## src/rtl/div_arbiter_if.sv

```systemverilog
// Requester/response bus of the shared-divider arbiter.
// The master side is the requester pool; the slave side is the arbiter.
interface div_arbiter_if #(
  parameter int BIT_WIDTH = 32,
  parameter int N_REQ     = 4,
  parameter int ID_W      = $clog2(N_REQ)
) ();
  logic [N_REQ-1:0]           req_valid;
  logic [N_REQ-1:0]           req_ready;
  logic [N_REQ*BIT_WIDTH-1:0] req_a;
  logic [N_REQ*BIT_WIDTH-1:0] req_b;
  logic                       rsp_valid;
  logic                       rsp_ready;
  logic [ID_W-1:0]            rsp_id;
  logic [BIT_WIDTH-1:0]       rsp_qu;
  logic [BIT_WIDTH-1:0]       rsp_res;
  logic [1:0]                 rsp_err;

  modport master (
    output req_valid, req_a, req_b, rsp_ready,
    input  req_ready, rsp_valid, rsp_id, rsp_qu, rsp_res, rsp_err
  );

  modport slave (
    input  req_valid, req_a, req_b, rsp_ready,
    output req_ready, rsp_valid, rsp_id, rsp_qu, rsp_res, rsp_err
  );
endinterface

```

## src/rtl/div_arbiter.sv

```systemverilog
// Round-robin arbiter sharing one sequential divider among N_REQ requesters,
// with divide-by-zero short-circuit and a watchdog that recovers a hung divider.
module div_arbiter #(
  parameter int BIT_WIDTH = 32,
  parameter int N_REQ     = 4,
  parameter int ID_W      = $clog2(N_REQ),
  parameter int TIMEOUT   = 2*BIT_WIDTH+8
) (
  input  logic                 clk,
  input  logic                 reset,
  div_arbiter_if.slave         bus,
  output logic                 div_start,
  output logic                 div_rst,
  output logic [BIT_WIDTH-1:0] div_a,
  output logic [BIT_WIDTH-1:0] div_b,
  input  logic                 div_done,
  input  logic [BIT_WIDTH-1:0] div_qu,
  input  logic [BIT_WIDTH-1:0] div_res
);

  localparam int WD_W = $clog2(TIMEOUT+1);
  localparam logic [1:0] ERR_OK      = 2'b00;
  localparam logic [1:0] ERR_DIV0    = 2'b01;
  localparam logic [1:0] ERR_TIMEOUT = 2'b10;

  typedef enum logic [2:0] {
    ST_IDLE    = 3'd0,
    ST_ISSUE   = 3'd1,
    ST_WAIT    = 3'd2,
    ST_RESP    = 3'd3,
    ST_RECOVER = 3'd4
  } state_t;

  state_t               state_r;
  logic [ID_W-1:0]      rr_r;
  logic [WD_W-1:0]      wdog_r;
  logic                 div_start_r;
  logic                 div_rst_r;
  logic [BIT_WIDTH-1:0] div_a_r;
  logic [BIT_WIDTH-1:0] div_b_r;
  logic                 rsp_valid_r;
  logic [ID_W-1:0]      rsp_id_r;
  logic [BIT_WIDTH-1:0] rsp_qu_r;
  logic [BIT_WIDTH-1:0] rsp_res_r;
  logic [1:0]           rsp_err_r;

  logic                 gnt_found_s;
  logic [ID_W-1:0]      gnt_idx_s;
  logic [ID_W-1:0]      cand_s;
  logic [BIT_WIDTH-1:0] gnt_a_s;
  logic [BIT_WIDTH-1:0] gnt_b_s;
  logic [N_REQ-1:0]     ready_s;

  function automatic logic [ID_W-1:0] next_idx(input logic [ID_W-1:0] idx);
    if (idx == ID_W'(N_REQ-1)) begin
      return '0;
    end else begin
      return idx + ID_W'(1);
    end
  endfunction

  // Round-robin search: first valid requester at or after the pointer.
  always_comb begin
    gnt_found_s = 1'b0;
    gnt_idx_s   = '0;
    cand_s      = rr_r;
    for (int k = 0; k < N_REQ; k++) begin
      if (!gnt_found_s && bus.req_valid[cand_s]) begin
        gnt_found_s = 1'b1;
        gnt_idx_s   = cand_s;
      end else begin
        gnt_found_s = gnt_found_s;
      end
      cand_s = next_idx(cand_s);
    end
  end

  // Operands of the granted requester and its one-hot accept.
  always_comb begin
    gnt_a_s = bus.req_a[int'(gnt_idx_s)*BIT_WIDTH +: BIT_WIDTH];
    gnt_b_s = bus.req_b[int'(gnt_idx_s)*BIT_WIDTH +: BIT_WIDTH];
    if (state_r == ST_IDLE && !reset && gnt_found_s) begin
      ready_s = N_REQ'(1) << gnt_idx_s;
    end else begin
      ready_s = '0;
    end
  end

  // Arbitration/transaction FSM with all outputs registered.
  always_ff @(posedge clk) begin
    if (reset) begin
      state_r     <= ST_IDLE;
      rr_r        <= '0;
      wdog_r      <= '0;
      div_start_r <= 1'b0;
      div_rst_r   <= 1'b0;
      div_a_r     <= '0;
      div_b_r     <= '0;
      rsp_valid_r <= 1'b0;
      rsp_id_r    <= '0;
      rsp_qu_r    <= '0;
      rsp_res_r   <= '0;
      rsp_err_r   <= ERR_OK;
    end else begin
      div_start_r <= 1'b0;
      div_rst_r   <= 1'b0;
      case (state_r)
        ST_IDLE: begin
          if (gnt_found_s) begin
            rsp_id_r <= gnt_idx_s;
            rr_r     <= next_idx(gnt_idx_s);
            // A zero divisor never reaches the divider.
            if (gnt_b_s == '0) begin
              rsp_qu_r    <= '1;
              rsp_res_r   <= gnt_a_s;
              rsp_err_r   <= ERR_DIV0;
              rsp_valid_r <= 1'b1;
              state_r     <= ST_RESP;
            end else begin
              div_a_r     <= gnt_a_s;
              div_b_r     <= gnt_b_s;
              div_start_r <= 1'b1;
              state_r     <= ST_ISSUE;
            end
          end
        end
        ST_ISSUE: begin
          wdog_r  <= '0;
          state_r <= ST_WAIT;
        end
        ST_WAIT: begin
          if (div_done) begin
            rsp_qu_r    <= div_qu;
            rsp_res_r   <= div_res;
            rsp_err_r   <= ERR_OK;
            rsp_valid_r <= 1'b1;
            state_r     <= ST_RESP;
          end else if (wdog_r == WD_W'(TIMEOUT-1)) begin
            div_rst_r <= 1'b1;
            state_r   <= ST_RECOVER;
          end else begin
            wdog_r <= wdog_r + WD_W'(1);
          end
        end
        ST_RECOVER: begin
          rsp_qu_r    <= '0;
          rsp_res_r   <= '0;
          rsp_err_r   <= ERR_TIMEOUT;
          rsp_valid_r <= 1'b1;
          state_r     <= ST_RESP;
        end
        ST_RESP: begin
          if (bus.rsp_ready) begin
            rsp_valid_r <= 1'b0;
            state_r     <= ST_IDLE;
          end
        end
        default: begin
          rsp_valid_r <= 1'b0;
          state_r     <= ST_IDLE;
        end
      endcase
    end
  end

  assign bus.req_ready = ready_s;
  assign bus.rsp_valid = rsp_valid_r;
  assign bus.rsp_id    = rsp_id_r;
  assign bus.rsp_qu    = rsp_qu_r;
  assign bus.rsp_res   = rsp_res_r;
  assign bus.rsp_err   = rsp_err_r;
  assign div_start     = div_start_r;
  assign div_rst       = div_rst_r;
  assign div_a         = div_a_r;
  assign div_b         = div_b_r;

endmodule
```

## src/flat_wrapper.sv

```systemverilog
// flat-port wrapper written by rule: the top's interface ports become plain ports
module div_arbiter_flat 
#(
  parameter int BIT_WIDTH = 32,
  parameter int N_REQ     = 4,
  parameter int ID_W      = $clog2(N_REQ),
  parameter int TIMEOUT   = 2*BIT_WIDTH+8
)
  (clk, reset, div_start, div_rst, div_a, div_b, div_done, div_qu, div_res, bus_req_valid, bus_req_a, bus_req_b, bus_rsp_ready, bus_req_ready, bus_rsp_valid, bus_rsp_id, bus_rsp_qu, bus_rsp_res, bus_rsp_err);
  div_arbiter_if #(.BIT_WIDTH(BIT_WIDTH), .N_REQ(N_REQ), .ID_W(ID_W)) bus_i ();
  input  logic clk;
  input  logic reset;
  output logic div_start;
  output logic div_rst;
  output logic [BIT_WIDTH-1:0] div_a;
  output logic [BIT_WIDTH-1:0] div_b;
  input  logic div_done;
  input  logic [BIT_WIDTH-1:0] div_qu;
  input  logic [BIT_WIDTH-1:0] div_res;
  input wire logic [$bits(bus_i.req_valid)-1:0] bus_req_valid;
  input wire logic [$bits(bus_i.req_a)-1:0] bus_req_a;
  input wire logic [$bits(bus_i.req_b)-1:0] bus_req_b;
  input wire logic [$bits(bus_i.rsp_ready)-1:0] bus_rsp_ready;
  output wire logic [$bits(bus_i.req_ready)-1:0] bus_req_ready;
  output wire logic [$bits(bus_i.rsp_valid)-1:0] bus_rsp_valid;
  output wire logic [$bits(bus_i.rsp_id)-1:0] bus_rsp_id;
  output wire logic [$bits(bus_i.rsp_qu)-1:0] bus_rsp_qu;
  output wire logic [$bits(bus_i.rsp_res)-1:0] bus_rsp_res;
  output wire logic [$bits(bus_i.rsp_err)-1:0] bus_rsp_err;
  assign bus_i.req_valid = bus_req_valid;
  assign bus_i.req_a = bus_req_a;
  assign bus_i.req_b = bus_req_b;
  assign bus_i.rsp_ready = bus_rsp_ready;
  assign bus_req_ready = bus_i.req_ready;
  assign bus_rsp_valid = bus_i.rsp_valid;
  assign bus_rsp_id = bus_i.rsp_id;
  assign bus_rsp_qu = bus_i.rsp_qu;
  assign bus_rsp_res = bus_i.rsp_res;
  assign bus_rsp_err = bus_i.rsp_err;
  div_arbiter #(.BIT_WIDTH(BIT_WIDTH), .N_REQ(N_REQ), .ID_W(ID_W), .TIMEOUT(TIMEOUT)) u_core (.clk(clk), .reset(reset), .bus(bus_i), .div_start(div_start), .div_rst(div_rst), .div_a(div_a), .div_b(div_b), .div_done(div_done), .div_qu(div_qu), .div_res(div_res));
endmodule
```

## config.mk

```make
export PLATFORM = sky130hd
export DESIGN_NAME = div_arbiter_flat
export DESIGN_NICKNAME = d
export VERILOG_FILES = /design/src/rtl/div_arbiter_if.sv /design/src/rtl/div_arbiter.sv /design/src/flat_wrapper.sv
export SDC_FILE = /design/constraint.sdc
export NUM_CORES = 1
export LEC_CHECK = 0
export BUFFER_PORTS_ARGS = -buffer_cell sky130_fd_sc_hd__buf_2
export CAP_MARGIN = 20
export CORE_MARGIN = 8
export CORE_UTILIZATION = 35
export DETAILED_ROUTE_END_ITERATION = 8
export PLACE_DENSITY = 0.61
export SLEW_MARGIN = 20
export SYNTH_ARGS = -nofsm -noshare
export SYNTH_HDL_FRONTEND = slang
export SYNTH_SLANG_ARGS = --single-unit
```

## constraint.sdc

```tcl
create_clock -name clk -period 7.4 [get_ports clk]
set_input_delay 0 -clock clk [delete_from_list [all_inputs] [get_ports clk]]
set_output_delay 0 -clock clk [all_outputs]
set_load 0.005 [all_outputs]
```

==> results of run 1 <==
[worst max-delay path by stage]
stage                           startpoint  cells past startpoint                            endpoint  slack, ps
2_1_floorplan  u_core.rr_r[0]$_SDFFE_PP0P_                     17  u_core.bus.rsp_qu[12]$_SDFFE_PP0P_       3590
3_3_place_gp   u_core.rr_r[0]$_SDFFE_PP0P_                     14   u_core.bus.rsp_qu[1]$_SDFFE_PP0P_       1440
3_5_place_dp   u_core.rr_r[0]$_SDFFE_PP0P_                     14   u_core.bus.rsp_qu[3]$_SDFFE_PP0P_       1210
4_1_cts        u_core.rr_r[0]$_SDFFE_PP0P_                     14   u_core.bus.rsp_qu[3]$_SDFFE_PP0P_       1200
5_1_grt        u_core.rr_r[0]$_SDFFE_PP0P_                     13       u_core.div_a[10]$_SDFFE_PP0P_       1090
6_report       u_core.rr_r[0]$_SDFFE_PP0P_                     14   u_core.bus.rsp_qu[3]$_SDFFE_PP0P_       1440
[report_power, final]
part,internal (mW),total (mW),switching [mW]
logic,1.18,2.92,1.74
registers,1.03,1.17,0.143
clock network,0.452,0.852,0.400
[state kept, by name, summed over array words and instances (netlist names)]
signal	cells
u_core.bus.rsp_valid	1
u_core.bus.rsp_err	2
u_core.bus.rsp_id	2
u_core.bus.rsp_qu	32
u_core.div_a	32
u_core.div_rst	1
u_core.wdog_r	7
u_core.div_b	32
u_core.div_start	1
u_core.state_r	3
u_core.rr_r	2
u_core.bus.rsp_res	32
[through the flow]
stage / hold slack, ps / power, mW / utilization / cells
CTS: 2.69 / 4.96 / 0.490 / 2001
floorplan: 153 / 3.13 / - / 1199
finish: 30.2 / 4.94 / 0.491 / 2004
global placement: 258 / 4.03 / 0.444 / 1905
detailed placement: 264 / 4.06 / 0.444 / 1905
global route: 28.6 / 5.33 / 0.491 / 2004
[what timing repair did]
item,in CTS,in global routing
hold buffers,64,0
setup buffers,0,0
endpoints found under the hold margin,66,0
[kinds of logic (layout without fill, tap and decap cells)]
group	Yosys count	after routing
adder cells (fa/ha/maj)	6	6
buffers and inverters	201	663
other	0	2
AO/OA/AOI/OAI	299	299
XOR/XNOR	5	5
flip-flops	147	147
AND/OR/NAND/NOR	426	426
multiplexers	115	115
[layout make-up]
class                           count  area, µm²  share of cell area
Sequential cell                   147       2940               0.225
Clock buffer                       17        425              0.0325
Inverter                           88        330              0.0252
Multi-Input combinational cell    851       5710               0.436
Tap cell                          341        427              0.0326
Antenna cell                        2       5.00            0.000382
Clock inverter                     15        161              0.0123
Timing Repair Buffer              543       3090               0.236
[layout by cell type (no fill, tap or decap), drive strengths merged, types with 2 or more instances in the layout]
cell           n
a211o          3
a211oi        37
a21o           2
a21oi         52
a221o          8
a221oi        33
a22oi         13
a31oi          9
and2           7
buf          479
clkbuf        17
clkinv         4
clkinvlp       2
dfxtp        147
diode          2
dlygate4sd3   64
ha             6
inv           97
mux2          35
mux2i         79
nand2        156
nand2b        54
nand3         38
nand3b         2
nand4         11
nor2          51
nor2b          3
nor3          10
nor3b          9
nor4          24
o2111ai        8
o21a          33
o21ai         90
o22ai          3
or3            3
or4           52
xor2           4
[worst max-delay path: cells and delay by family, from the launching register on]
kind | cells | cell delay, ps
AOI/OAI and AO/OA | 5 | 1800
adders and majority gates | 1 | 480
buffers and inverters | 3 | 1350
DFF | 1 | 780
muxes | 1 | 420
and+or+nand+nor | 4 | 960
[routing by layer]
layer  up-vias  track usage  wire, µm
met3        68       0.0601      2320
met1      4967        0.271     16500
met4         0       0.0894      1280
met2       363        0.407     19800
li1       5191            -         -
met5         -            0         0
==> flow_metrics.tcl, run 1 <==
set metrics [dict create \
    min_from "bus_req_b[30]" \
    regToRegSetupSlack_ps 1440 \
    wirelength_mm 39.9 \
    required_ps 7720 \
    netlist_instances 1199 \
    grt_max_degree 107 \
    synth-edff-count 0 \
    critical_path.max_stage_delay_ps 780 \
    ys_async_sr_fraction 0 \
    rsz0062_at_grt "no" \
    grt_pass1_wl_mm 60.7 \
    fp.dieH_um 180 \
    antenna_found_initial 3 \
    hold_end "u_core.div_b[30]$_SDFFE_PP0P_" \
    initial_core_util 0.352 \
    drcViolationCount 0 \
    cts_tree "built" \
    synth.most_common_cell "nand2_1" \
    dr_total_vias 10600 \
    gp_congestion 0.867 \
    cp_max_fo 65 \
    io-pin-count 467 \
    synth_top_area_frac 0.314 \
    synthSimpleGateAreaFrac 0.234 \
    drt_pass1_iterations 5 \
    first_iter_violations 821 \
    setup_ws_ps 1440 \
    numPortBuffers 466 \
    dieWidth_um 180 \
    crit_type "flip-flop to flip-flop" \
    rr_startpoint "u_core.rr_r[0]$_SDFFE_PP0P_" \
    fp.coreArea_mm2 0.0267 \
    worstPathCellList "ha_1, mux4_2, a211oi_1, o31ai_4, and3_4, buf_4, nand3_1, a211o_1, a211o_1, nor4_4, buf_4, nor2_4, buf_4, a221oi_1" \
    synth_flop_cell "dfxtp_1" \
    timing.final.crit_share 0.806 \
    drive_above_1_share 0.352 \
    startpoint_type "flip-flop" \
    ys_seq_elements 147 \
    drv_slew 0 \
    yosysTopAreaCell "dfxtp_1" \
    fin_skew_ps 10.4 \
    cts_buffer_depth 2 \
    pre_cts_ws_ps 1210 \
    power.density_mw_per_mm2 377 \
    peakVddDrop_mv 0.225 \
    path_clk_slew_ps 70 \
    fmax_mhz 168 \
    track_usage 0.234 \
    yosys.area_share.adder 0.00800 \
    yosys.area_share.xor_xnor 0.00467 \
    rr_endpoint "u_core.bus.rsp_qu[3]$_SDFFE_PP0P_" \
    clock_latency_ps 430 \
    fin_crit_ps 5960 \
    finalSetupViolations 0 \
    ant_nets 0 \
    status "finished, final reports clean" \
    critPathSlowestCell "dfxtp_1" \
    critical-path-top-cell-by-count "buf_4" \
    holdCritPathClass "input pin to flip-flop" \
    synth_warnings 0 \
    syn-cell-area_mm2 0.00938 \
    p_leak_nw 6.00 \
    synth.distinct_cells 57 \
    fin_area_mm2 0.0131 \
    synth-compound-area-share 0.224 \
    netlist_top_cells_area "dfxtp_1 31%, mux2i_1 8.4%, nand2_1 6.2%, o21ai_0 4.7%, mux2_2 4.2%" \
    row_count 60 \
    final-hold-violation-count 0 \
    reg2reg_depth 14 \
    syn_avg_cell_area_um2 7.83 \
    viasPerCell 5.28 \
    layout.nets 1982 \
    ys_seq_area_frac 0.314 \
    worstSetupEndpointType "flip-flop" \
    cts-root-buf "clkbuf_16" \
    synth_top_family_by_area "simple AND/OR/NAND/NOR gates" \
    dieArea_mm2 0.0323 \
    maxCapViolCount 0 \
    maxSlewHeadroom 0.340 \
    syn_nets 1533 \
    cts_max_level 4 \
    grt_pass1_vias 10600 \
    cp.arrival_ps 6290 \
    fin_tns_setup_ps 0 \
    clock-sinks 147 \
    wl_per_cell_um 19.9 \
    synth.area.mux_share 0.129 \
    ys_top_cells_by_count "156 x nand2_1, 147 x dfxtp_1, 89 x o21ai_0" \
    fill_cells 2687 \
    worst_pin_slew_ps 989 \
    overflow 0 \
    cts_resized 0 \
    cts_buffers 17 \
    dpl-instance-area_mm2 0.0118 \
    hold_depth 5 \
    syn_to_final_growth_pct 39.5 \
    hpwl_mm 30.0 \
]
Note: power is estimated with default switching activity, not from simulation.
==> run 2, diff against run 1 <==
--- a/config.mk
+++ b/config.mk
@@ -10,7 +10,7 @@
 export CORE_MARGIN = 8
 export CORE_UTILIZATION = 35
 export DETAILED_ROUTE_END_ITERATION = 8
-export PLACE_DENSITY = 0.61
+export PLACE_DENSITY = 0.63
 export SLEW_MARGIN = 20
 export SYNTH_ARGS = -nofsm -noshare
 export SYNTH_HDL_FRONTEND = slang
==> constraint.sdc (replaced) <==
create_clock -name clk -period 5.3 [get_ports clk]
set_input_delay 0 -clock clk [delete_from_list [all_inputs] [get_ports clk]]
set_output_delay 0 -clock clk [all_outputs]
set_load 0.005 [all_outputs]
==> flow_metrics.tcl, run 2 (synthesis results as in run 1) <==
set metrics [dict create \
    worst_pin_slew_ps 1020 \
    syn_to_final_growth_pct 39.7 \
    overflow 0 \
    io-pin-count 467 \
    dieArea_mm2 0.0323 \
    viasPerCell 5.35 \
    hold_end "u_core.bus.rsp_res[7]$_SDFFE_PP0P_" \
    dr_total_vias 10700 \
    power.density_mw_per_mm2 540 \
    min_from "div_res[7]" \
    p_leak_nw 6.03 \
    regToRegSetupSlack_ps 360 \
    hpwl_mm 30.7 \
    cts_tree "built" \
    fmax_mhz 202 \
    numPortBuffers 466 \
    cts_max_level 4 \
    dpl-instance-area_mm2 0.0120 \
    maxSlewHeadroom 0.321 \
    fin_crit_ps 4940 \
    clock-sinks 147 \
    first_iter_violations 973 \
    fp.coreArea_mm2 0.0267 \
    timing.final.crit_share 0.932 \
    wirelength_mm 41.0 \
    power_mw 7.08 \
    holdCritPathClass "input pin to flip-flop" \
    grt_pass1_wl_mm 61.9 \
    initial_core_util 0.352 \
    multi_input_comb_area_mm2 0.00570 \
    wl_per_cell_um 20.5 \
    reg2reg_depth 15 \
    layout.nets 1979 \
    drt_pass1_iterations 6 \
    cp.arrival_ps 5260 \
    cts_buffers 17 \
    antenna_found_initial 4 \
    drive_above_1_share 0.357 \
    cp_max_fo 41 \
    fin_area_mm2 0.0131 \
    whs_ps 17.4 \
    final-hold-violation-count 0 \
    status "finished, final reports clean" \
    rr_endpoint "u_core.bus.rsp_qu[26]$_SDFFE_PP0P_" \
    fin_tns_setup_ps 0 \
    peakVddDrop_mv 0.329 \
    path_clk_slew_ps 70 \
    finalSetupViolations 0 \
    rsz0062_at_grt "no" \
    drv_slew 0 \
    fp.dieH_um 180 \
    startpoint_type "flip-flop" \
    fill_cells 2655 \
    hold_depth 4 \
    row_count 60 \
    regArea_mm2 0.00294 \
    clock_latency_ps 420 \
    fin_util 0.492 \
    gp_congestion 0.927 \
    layout_commonest_cell "buf_2" \
    fin_skew_ps 9.45 \
    grt_pass1_vias 10600 \
    cts_buffer_depth 2 \
    track_usage 0.240 \
    grt_max_degree 152 \
    worstSetupEndpointType "flip-flop" \
    drcViolationCount 0 \
    dieWidth_um 180 \
    maxCapViolCount 0 \
    rr_startpoint "u_core.rr_r[1]$_SDFFE_PP0P_" \
    crit_type "flip-flop to flip-flop" \
    required_ps 5620 \
    cts_resized 0 \
    final_cell_mix "465 x buf_2, 156 x nand2_1, 147 x dfxtp_1" \
    ant_nets 0 \
    cts-root-buf "clkbuf_16" \
]
## run 2: how the worst max path moves through the flow
stage	from	endpoint
global route	u_core.rr_r[1]$_SDFFE_PP0P_	u_core.bus.rsp_qu[26]$_SDFFE_PP0P_
floorplan	u_core.rr_r[0]$_SDFFE_PP0P_	u_core.bus.rsp_qu[12]$_SDFFE_PP0P_
detailed placement	u_core.rr_r[1]$_SDFFE_PP0P_	u_core.bus.rsp_qu[2]$_SDFFE_PP0P_
global placement	u_core.rr_r[1]$_SDFFE_PP0P_	u_core.bus.rsp_qu[0]$_SDFFE_PP0P_
finish	u_core.rr_r[1]$_SDFFE_PP0P_	u_core.bus.rsp_qu[26]$_SDFFE_PP0P_
CTS	u_core.rr_r[1]$_SDFFE_PP0P_	u_core.bus.rsp_qu[2]$_SDFFE_PP0P_
## run 2: repair_timing
action                                 CTS  global route
setup buffers                            0             0
hold buffers                            53             0
endpoints found under the hold margin   55             0
## run 2: per-layer routing
metal	GRT usage	wire, µm	vias to the layer above
li1	-	-	5182
met1	0.292	17000	5011
met2	0.412	20000	448
met3	0.0524	2710	71
met4	0.0874	1290	0
met5	0	0	-
## run 2: power by group
group / total (mW) / internal, mW / switching (mW) / leakage [nW]
Sequential: 1.63 / 1.43 / 0.195 / 1.20
Combinational: 4.17 / 1.69 / 2.48 / 4.53
Clock: 1.28 / 0.718 / 0.562 / 0.298
Total: 7.08 / 3.84 / 3.24 / 6.03
## run 2: final cells by class
cell class | instances | area share
multi-input combinational | 851 | 0.435
timing repair buffer | 540 | 0.236
sequential | 147 | 0.224
tap | 341 | 0.0325
clock buffer | 17 | 0.0324
inverter | 88 | 0.0252
clock inverter | 15 | 0.0139
antenna | 4 | 0.000764
## run 2: per-stage QoR
stage / setup slack (ps) / cells
floorplan: 1490 / 1199
global placement: 357 / 1912
detailed placement: 396 / 1914
CTS: 380 / 1999
global route: 85.8 / 2003
finish: 360 / 2003
## run 2: worst max-delay path, cell delays in order, from the launching register on
cell and delay, ps:
dfxtp_1 470, ha_1 420, or3_1 460, a211oi_1 390, o311ai_4 140, and3_4 310, inv_2 210, buf_4 410
nand3_1 140, a211o_1 330, a211o_1 330, nor4_4 370, nor2_4 130, buf_16 200, buf_16 170, a221oi_1 330
==> run 3, diff against run 2 <==
--- a/config.mk
+++ b/config.mk
@@ -9,6 +9,7 @@
 export CAP_MARGIN = 20
 export CORE_MARGIN = 8
 export CORE_UTILIZATION = 35
+export CTS_BUF_LIST = sky130_fd_sc_hd__clkbuf_4
 export DETAILED_ROUTE_END_ITERATION = 8
 export PLACE_DENSITY = 0.63
 export SLEW_MARGIN = 20
==> flow_metrics.tcl, run 3 (synthesis results as in run 1) <==
set metrics [dict create \
    fmax_mhz 196 \
    numPortBuffers 466 \
    use_met1 0.299 \
    final_cell_mix "465 x buf_2, 177 x dlygate4sd3_1, 156 x nand2_1" \
    peakVddDrop_mv 0.348 \
    grt_pass1_vias 11400 \
    fin_area_mm2 0.0141 \
    fill_cells 2546 \
    cts_buffer_depth 2 \
    post_cts_buffers 0 \
    track_usage 0.250 \
    crit_type "flip-flop to flip-flop" \
    met2_usage 0.427 \
    status "finished, final reports clean" \
    dieWidth_um 180 \
    layout_commonest_cell "buf_2" \
    regArea_mm2 0.00294 \
    initial_core_util 0.352 \
    fp.dieH_um 180 \
    holdCritPathClass "input pin to flip-flop" \
    min_from "bus_req_a[126]" \
    clock-sinks 147 \
    rr_startpoint "u_core.rr_r[1]$_SDFFE_PP0P_" \
    cp.arrival_ps 5600 \
    fin_skew_ps 24.2 \
    cts_max_level 4 \
    dieArea_mm2 0.0323 \
    hpwl_mm 30.7 \
    fin_crit_ps 5110 \
    cts_tree "built" \
    ant_nets 0 \
    layout.nets 2104 \
    wirelength_mm 42.7 \
    p_leak_nw 6.38 \
    rsz0062_at_grt "no" \
    cts_buffers 17 \
    gp_congestion 0.927 \
    grtUsageMet3 0.0565 \
    row_count 60 \
    drcViolationCount 0 \
    dr_total_vias 11300 \
    post-place-cells 1914 \
    grt_pass1_wl_mm 64.8 \
    cts-root-buf "clkbuf_4" \
    antenna_found_initial 4 \
    syn_to_final_growth_pct 50.2 \
    fin_tns_setup_ps 0 \
    maxSlewHeadroom 0.320 \
    multi_input_comb_area_mm2 0.00572 \
    dpl-instance-area_mm2 0.0120 \
    final_cells 2127 \
    finalSetupViolations 0 \
    overflow 0 \
    io-pin-count 467 \
    viasPerCell 5.30 \
    drive_above_1_share 0.333 \
    busiest_layer "met2" \
    clock_latency_ps 560 \
    timing.final.crit_share 0.963 \
    drv_slew 0 \
    cp_max_fo 88 \
    worstSetupEndpointType "flip-flop" \
    first_iter_violations 1064 \
    grt_max_degree 152 \
    drt_pass1_iterations 5 \
    path_clk_slew_ps 160 \
    fp.coreArea_mm2 0.0267 \
    startpoint_type "flip-flop" \
    maxCapViolCount 0 \
    power_mw 7.20 \
    final-hold-violation-count 0 \
    worst_pin_slew_ps 1020 \
    wl_per_cell_um 20.1 \
    cp-startpoint "u_core.rr_r[1]$_SDFFE_PP0P_" \
    power.density_mw_per_mm2 511 \
    required_ps 5800 \
]
## run 3: worst max-delay path, stage by stage (launching register included)
cell and delay [ps]:
dfxtp_1 520, ha_2 420, mux4_2 410, nor4_2 90, o31ai_2 410, and3_4 400, buf_12 210, buf_16 370
mux2i_1 160, dlygate4sd3_1 590, mux2_2 290, dlygate4sd3_1 570, or4_1 390, o21ai_0 80
## run 3: power by group
group / leakage [nW] / total (mW) / internal (mW) / switching, mW
Combinational: 5.01 / 4.78 / 2.16 / 2.61
Sequential: 1.20 / 1.63 / 1.43 / 0.197
Clock: 0.166 / 0.802 / 0.303 / 0.499
## run 3: what timing repair did
item,4_1_cts,5_1_grt
hold buffers,177,0
endpoints found under the hold margin,117,0
resized for setup,0,7
setup endpoints to repair,0,23
## run 3: path summary, 6_finish.rpt
check	end	slack, ps	cells after the start
setup / recovery	u_core.div_a[21]$_SDFFE_PP0P_	190	13
setup reg to reg	u_core.div_a[21]$_SDFFE_PP0P_	190	13
hold / removal	u_core.div_a[30]$_SDFFE_PP0P_	50	5
hold reg to reg	u_core.bus.rsp_res[10]$_SDFFE_PP0P_	460	2
## run 3: final cells by class
type,instances,area share
Inverter,88,0.0234
Clock buffer,17,0.00906
Timing Repair Buffer,664,0.309
Antenna cell,3,0.000533
Sequential cell,147,0.209
Clock inverter,15,0.0130
Multi-Input combinational cell,852,0.406
Tap cell,341,0.0303
## run 3: stage by stage
step                      utilization  setup WS [ps]  hold slack [ps]
after floorplan                     -           1490              153
after global placement          0.447            357              258
after detailed placement        0.449            396              263
after CTS                       0.527           81.4             1.36
after global routing            0.529           16.1             2.07
final                           0.529            194             50.0
## run 3: routing by layer
layer  wire (µm)  share of wire
met1       17900           0.42
met2       20700           0.48
met3        2570          0.060
met4        1530          0.036
met5          11        0.00026
